File: src/rtl/pipelined_barrel_shifter_if.sv
// Handshake bundle for pipelined_barrel_shifter.
//   slave  : the shifter (consumes in_*, produces out_*, drives in_ready)
//   master : the producer/consumer pair talking to the shifter
// Signals:
//   in_valid/in_ready   input-side handshake
//   in_data/in_shamt    operand and shift amount (0..WIDTH-1)
//   in_mode             000 SLL, 001 SRL, 010 SRA, 011 ROL, 100 ROR, others pass
//   out_valid/out_ready output-side handshake
//   out_data/out_carry/out_zero  result, last bit shifted out, result==0
interface pipelined_barrel_shifter_if #(
   parameter int WIDTH = 32,
   parameter int SHW   = $clog2(WIDTH)
) ();

   logic             in_valid;
   logic             in_ready;
   logic [WIDTH-1:0] in_data;
   logic [SHW-1:0]   in_shamt;
   logic [2:0]       in_mode;
   logic             out_valid;
   logic             out_ready;
   logic [WIDTH-1:0] out_data;
   logic             out_carry;
   logic             out_zero;

   modport slave (
      input  in_valid, in_data, in_shamt, in_mode, out_ready,
      output in_ready, out_valid, out_data, out_carry, out_zero
   );

   modport master (
      output in_valid, in_data, in_shamt, in_mode, out_ready,
      input  in_ready, out_valid, out_data, out_carry, out_zero
   );

endinterface

File: src/rtl/pipelined_barrel_shifter.sv
// Pipelined logarithmic shifter/rotator with valid/ready on both sides.
// Stage k conditionally shifts by 2^k (when shamt bit k is set) and registers
// the beat, so latency is SHW cycles and throughput is one beat per cycle.
// WIDTH must be a power of two and at least 4; SHW is derived.
// Ports:
//   clk    rising-edge clock
//   rst_n  synchronous active-low reset, clears every stage and the outputs
//   bus    slave side of pipelined_barrel_shifter_if (see interface header)
module pipelined_barrel_shifter #(
   parameter  int WIDTH = 32,
   localparam int SHW   = $clog2(WIDTH)
) (
   input  logic clk,
   input  logic rst_n,
   pipelined_barrel_shifter_if.slave bus
);

   localparam logic [2:0] MODE_SLL = 3'b000;
   localparam logic [2:0] MODE_SRL = 3'b001;
   localparam logic [2:0] MODE_SRA = 3'b010;
   localparam logic [2:0] MODE_ROL = 3'b011;
   localparam logic [2:0] MODE_ROR = 3'b100;

   // pipe_*[k] is the input of stage k; pipe_*[SHW] is the output register.
   logic [WIDTH-1:0] pipe_data  [SHW+1];
   logic [2:0]       pipe_mode  [SHW];
   logic [SHW-1:0]   pipe_shamt [SHW];
   logic [SHW:0]     pipe_valid;
   logic [SHW:0]     pipe_carry;
   logic [WIDTH-1:0] last_d;
   logic             zero_q;
   logic             stall;
   logic             adv;

   // The whole pipeline moves as one; a held output freezes every stage.
   assign stall        = pipe_valid[SHW] & ~bus.out_ready;
   assign adv          = ~stall;
   assign bus.in_ready = adv;

   assign pipe_data[0]  = bus.in_data;
   assign pipe_mode[0]  = bus.in_mode;
   assign pipe_shamt[0] = bus.in_shamt;
   assign pipe_valid[0] = bus.in_valid;
   assign pipe_carry[0] = 1'b0;

   for (genvar k = 0; k < SHW; k++) begin : g_stage
      localparam int S = 1 << k;

      logic [WIDTH-1:0] data_d;
      logic [WIDTH-1:0] data_q;
      logic             carry_d;
      logic             carry_q;
      logic             valid_q;

      // Carry is the last bit leaving in this stage; a later stage that also
      // shifts overwrites it, so the final value is the overall last-out bit.
      always_comb begin
         data_d  = pipe_data[k];
         carry_d = pipe_carry[k];
         if (pipe_shamt[k][k]) begin
            case (pipe_mode[k])
               MODE_SLL: begin
                  data_d  = pipe_data[k] << S;
                  carry_d = pipe_data[k][WIDTH-S];
               end
               MODE_SRL: begin
                  data_d  = pipe_data[k] >> S;
                  carry_d = pipe_data[k][S-1];
               end
               MODE_SRA: begin
                  data_d  = $signed(pipe_data[k]) >>> S;
                  carry_d = pipe_data[k][S-1];
               end
               MODE_ROL: begin
                  data_d  = (pipe_data[k] << S) | (pipe_data[k] >> (WIDTH - S));
                  carry_d = pipe_data[k][WIDTH-S];
               end
               MODE_ROR: begin
                  data_d  = (pipe_data[k] >> S) | (pipe_data[k] << (WIDTH - S));
                  carry_d = pipe_data[k][S-1];
               end
               default: begin
                  data_d  = pipe_data[k];
                  carry_d = pipe_carry[k];
               end
            endcase
         end
      end

      always_ff @(posedge clk) begin
         if (!rst_n) begin
            data_q  <= '0;
            carry_q <= 1'b0;
            valid_q <= 1'b0;
         end else if (adv) begin
            data_q  <= data_d;
            carry_q <= carry_d;
            valid_q <= pipe_valid[k];
         end
      end

      assign pipe_data[k+1]  = data_q;
      assign pipe_carry[k+1] = carry_q;
      assign pipe_valid[k+1] = valid_q;

      // Mode and shamt ride with the beat; the last stage has no consumer.
      if (k < SHW - 1) begin : g_ctl
         logic [2:0]     mode_q;
         logic [SHW-1:0] shamt_q;

         always_ff @(posedge clk) begin
            if (!rst_n) begin
               mode_q  <= '0;
               shamt_q <= '0;
            end else if (adv) begin
               mode_q  <= pipe_mode[k];
               shamt_q <= pipe_shamt[k];
            end
         end

         assign pipe_mode[k+1]  = mode_q;
         assign pipe_shamt[k+1] = shamt_q;
      end

      if (k == SHW - 1) begin : g_last
         assign last_d = data_d;
      end
   end

   // Zero flag is evaluated on the final-stage next data so it lands together
   // with out_data instead of adding a cycle.
   always_ff @(posedge clk) begin
      if (!rst_n) begin
         zero_q <= 1'b0;
      end else if (adv) begin
         zero_q <= (last_d == '0);
      end
   end

   assign bus.out_valid = pipe_valid[SHW];
   assign bus.out_data  = pipe_data[SHW];
   assign bus.out_carry = pipe_carry[SHW];
   assign bus.out_zero  = zero_q;

endmodule
File: src/flat_wrapper.sv
// flat-port wrapper written by rule: the top's interface ports become plain ports
module pipelined_barrel_shifter_flat 
#(
   parameter  int WIDTH = 32,
   localparam int SHW   = $clog2(WIDTH)
)
  (clk, rst_n, bus_in_valid, bus_in_data, bus_in_shamt, bus_in_mode, bus_out_ready, bus_in_ready, bus_out_valid, bus_out_data, bus_out_carry, bus_out_zero);
  pipelined_barrel_shifter_if #(.WIDTH(WIDTH)) bus_i ();
  input  logic clk;
  input  logic rst_n;
  input wire logic [$bits(bus_i.in_valid)-1:0] bus_in_valid;
  input wire logic [$bits(bus_i.in_data)-1:0] bus_in_data;
  input wire logic [$bits(bus_i.in_shamt)-1:0] bus_in_shamt;
  input wire logic [$bits(bus_i.in_mode)-1:0] bus_in_mode;
  input wire logic [$bits(bus_i.out_ready)-1:0] bus_out_ready;
  output wire logic [$bits(bus_i.in_ready)-1:0] bus_in_ready;
  output wire logic [$bits(bus_i.out_valid)-1:0] bus_out_valid;
  output wire logic [$bits(bus_i.out_data)-1:0] bus_out_data;
  output wire logic [$bits(bus_i.out_carry)-1:0] bus_out_carry;
  output wire logic [$bits(bus_i.out_zero)-1:0] bus_out_zero;
  assign bus_i.in_valid = bus_in_valid;
  assign bus_i.in_data = bus_in_data;
  assign bus_i.in_shamt = bus_in_shamt;
  assign bus_i.in_mode = bus_in_mode;
  assign bus_i.out_ready = bus_out_ready;
  assign bus_in_ready = bus_i.in_ready;
  assign bus_out_valid = bus_i.out_valid;
  assign bus_out_data = bus_i.out_data;
  assign bus_out_carry = bus_i.out_carry;
  assign bus_out_zero = bus_i.out_zero;
  pipelined_barrel_shifter #(.WIDTH(WIDTH)) u_core (.clk(clk), .rst_n(rst_n), .bus(bus_i));
endmodule
File: config.mk
export PLATFORM = sky130hd
export DESIGN_NAME = pipelined_barrel_shifter_flat
export DESIGN_NICKNAME = d
export VERILOG_FILES = /design/src/rtl/pipelined_barrel_shifter_if.sv /design/src/rtl/pipelined_barrel_shifter.sv /design/src/flat_wrapper.sv
export SDC_FILE = /design/constraint.sdc
export NUM_CORES = 1
export LEC_CHECK = 0
export CAP_MARGIN = 5
export CORE_ASPECT_RATIO = 2
export CORE_MARGIN = 2
export CORE_UTILIZATION = 64
export DETAILED_ROUTE_END_ITERATION = 10
export PLACE_DENSITY = 0.95
export SYNTH_ARGS = -nofsm -noshare
export SYNTH_HDL_FRONTEND = slang
export SYNTH_SLANG_ARGS = --single-unit
File: constraint.sdc
create_clock -name clk -period 4 [get_ports clk]
set_input_delay 0.6 -clock clk [delete_from_list [all_inputs] [get_ports clk]]
set_output_delay 0.6 -clock clk [all_outputs]
set_load 0.02 [all_outputs]
==> flow_summary.json <==
{
  "slew_headroom": 0.238,
  "leakage_nw": 4.15,
  "final_area_um2": 11800,
  "crit_chain": "or2_1 -> a21oi_1 -> nor2_1 -> a211oi_1 -> a21oi_1 -> nor2b_1",
  "yosys_register_bits": 193,
  "grt_pass1_wl_um": 47600,
  "syn-cell-area_um2": 10500,
  "vias_per_cell": 6.84,
  "cpMostUsedCell": "a21oi_1",
  "worstSetupPathType": "reg -> reg",
  "path_max_fanout": 25,
  "hp-start": "u_core.g_stage[1].g_ctl.shamt_q[3]",
  "final.setup.tns_ns": 0,
  "yosys-top-cells-count": "dfxtp_1 (193), nand2_1 (181), nor2_1 (138)",
  "drtIter0Drc": 833,
  "insertion_delay_ns": 0.44,
  "dieArea_um2": 17500,
  "p_switching_mw": 1.34,
  "grt_max_degree": 236,
  "drive_above_1_share": 0.0474,
  "overflow": 0,
  "final_max_slew_viol_count": 0,
  "postSynth.asyncResetShare": 0,
  "drt-total-wl_um": 29200,
  "die_height_um": 185,
  "grt_util_all_layers": 0.341,
  "maxCapViolations": 0,
  "p_comb_frac": 0.146,
  "cts_setup_buffers": 0,
  "p_seq_frac": 0.480,
  "period_share": 0.714,
  "ant_nets": 0,
  "crit_required_ns": 4.37,
  "start_kind": "flip-flop",
  "yosysTopAreaCellShare": 0.368,
  "gp_congestion": 0.974,
  "ys_seq_area_frac": 0.368,
  "vias": 10201,
  "arrival_ns": 3.23,
  "place_area_um2": 11100,
  "drc": 0,
  "reg2reg_from": "u_core.g_stage[3].g_ctl.mode_q[1]",
  "peakVddDrop_mv": 0.271,
  "tritoncts": "done",
  "ctsHoldBuffers": 0,
  "num-nets-final": 1318,
  "ys_warn_count": 0,
  "worst_pin_slew_ns": 1.14,
  "synth-edff-count": 0,
  "hold_viol": 0,
  "h-tree-depth": 4,
  "grt_pass1_vias": 9826,
  "drt-wirelength-per-cell_um": 19.6,
  "portBuffers": 79,
  "powerDensity_nw_per_um2": 391,
  "syn_nets": 1340,
  "core_area_um2": 16200,
  "cts_buffer_depth": 2,
  "start_util": 0.648,
  "synthCells": 1296,
  "n_antenna_cell": 0,
  "yosysMostFrequentCell": "dfxtp_1",
  "clkTransAtPathRegs_ns": 0.07,
  "synth_ff_type": "dfxtp_1",
  "endpoint_kind": "flip-flop",
  "cts_sinks": 193,
  "p_sw_frac": 0.292,
  "startpoint": "u_core.g_stage[3].g_ctl.mode_q[1]",
  "max_freq_mhz": 350,
  "detail_route.first_pass.iterations": 6,
  "synth_cell_types": 56,
  "setup_violations": 0,
  "cts_made_buffers": 17,
  "rows": 66,
  "clockPowerShare": 0.375,
  "outcome": "finished, final reports clean",
  "cpPeakStageDelay_ns": 0.81,
  "avgSynthCellArea_um2": 8.10,
  "intPower_mw": 3.25,
  "syn2layout_area_growth_pct": 12.0,
  "critical_path.top_delay_family": "compound AO/OA/AOI/OAI gates",
  "grt_antenna_before_repair": 0,
  "hpwl_um": 19900,
  "crit_path_top_delay_cell": "a21oi_1",
  "hold_class": "reg -> reg",
  "min_period_ns": 2.85,
  "grt_setup_unrepaired": "false",
  "yosysTopAreaCell": "dfxtp_1",
  "die_w_um": 94.6,
  "fin_total_pwr_mw": 4.59,
  "post_cts_resized": 0,
  "synth_area_leaders": "dfxtp_1 (37%), nand2_1 (6.5%), a221o_1 (6.1%)",
  "cts-root-buf": "clkbuf_16",
  "path_buf_inv": 0,
  "io_pins": 80,
  "skew_ns": 0.0127
}
## power groups by stage
| stage | clock network [mW] | registers, mW | logic (mW) |
|---|---|---|---|
| 2_1_floorplan | 0 | 2.18 | 0.480 |
| 3_3_place_gp | 0 | 2.23 | 0.632 |
| 3_5_place_dp | 0 | 2.23 | 0.650 |
| 4_1_cts | 1.73 | 2.19 | 0.659 |
| 5_1_grt | 1.81 | 2.21 | 0.738 |
| 6_report | 1.72 | 2.20 | 0.668 |
## flip-flops by register name, summed over array words and instances, names as in the netlist, 4 cells and up
signal	flops
u_core.g_stage.valid_q	4
u_core.g_stage.data_q	128
u_core.bus.out_data	32
u_core.g_stage.g_ctl.mode_q	12
u_core.g_stage.carry_q	4
u_core.g_stage.g_ctl.shamt_q	10
## placed cells by master (no fill, tap or decap), types with 7 or more instances in the layout
cell type	netlist	layout
nand3_1	7	7
o21ai_0	22	21
o221ai_1	14	14
o22a_1	7	7
a21boi_0	79	79
a221o_1	64	64
o22ai_1	17	17
a21oi_1	66	65
nand2_1	181	181
clkbuf_16	0	17
and3_1	8	8
dfxtp_1	193	193
a22o_1	32	32
nor2_1	138	138
a32o_1	11	11
buf_4	0	16
clkdlybuf4s50_1	0	78
o211ai_1	56	56
maj3_1	7	7
a211o_1	8	8
a21boi_1	24	23
a211oi_1	17	17
a221oi_1	47	47
o211a_1	12	12
a222oi_1	7	7
nor2b_1	19	18
nor3b_1	25	25
nor3_1	30	30
## path summary, 6_finish.rpt
check	end	slack (ns)	cells past startpoint
min reg2reg	u_core.g_stage[1].g_ctl.shamt_q[3]	0.46	2
min	u_core.g_stage[1].g_ctl.shamt_q[3]	0.46	2
max	u_core.bus.out_data[24]	1.15	6
max reg2reg	u_core.bus.out_data[24]	1.15	6
## final cells by class
class	count	area, um^2
multi-input combinational	957	6050
fill	1217	4440
sequential	193	3860
timing repair buffer	97	956
clock buffer	17	425
tap	204	255
clock inverter	15	168
inverter	8	32.5
## routing by layer
layer,global-route usage,up-vias,share of wire
li1,-,4850,-
met1,0.313,4695,0.33
met2,0.629,495,0.54
met3,0.0570,161,0.047
met4,0.291,0,0.089
met5,0,-,0
## worst min-delay path, cell delays in order (launching register included)
cell and delay, ns:
dfxtp_1 0.31, nand2_1 0.05, a21oi_1 0.05
## cells by family (layout without fill, tap and decap cells)
group / after synthesis / in the layout / share of synthesized area
adder cells (fa/ha/maj): 7 / 7 / 0.00668
XOR/XNOR: 7 / 7 / 0.00584
flip-flops: 193 / 193 / 0.368
buffers and inverters: 146 / 137 / 0.0569
AND/OR/NAND/NOR: 434 / 434 / 0.185
multiplexers: 5 / 5 / 0.00477
AO/OA/AOI/OAI: 504 / 504 / 0.373
## per-stage QoR
step	util	hold slack, ns	instances	setup WS [ns]
floorplan	-	0.431	1296	1.94
global placement	0.688	0.443	1458	1.09
detailed placement	0.688	0.444	1458	0.901
CTS	0.725	0.454	1490	1.31
global route	0.726	0.475	1491	0.895
finish	0.726	0.455	1491	1.15
Power figures use the tool's default switching activity.
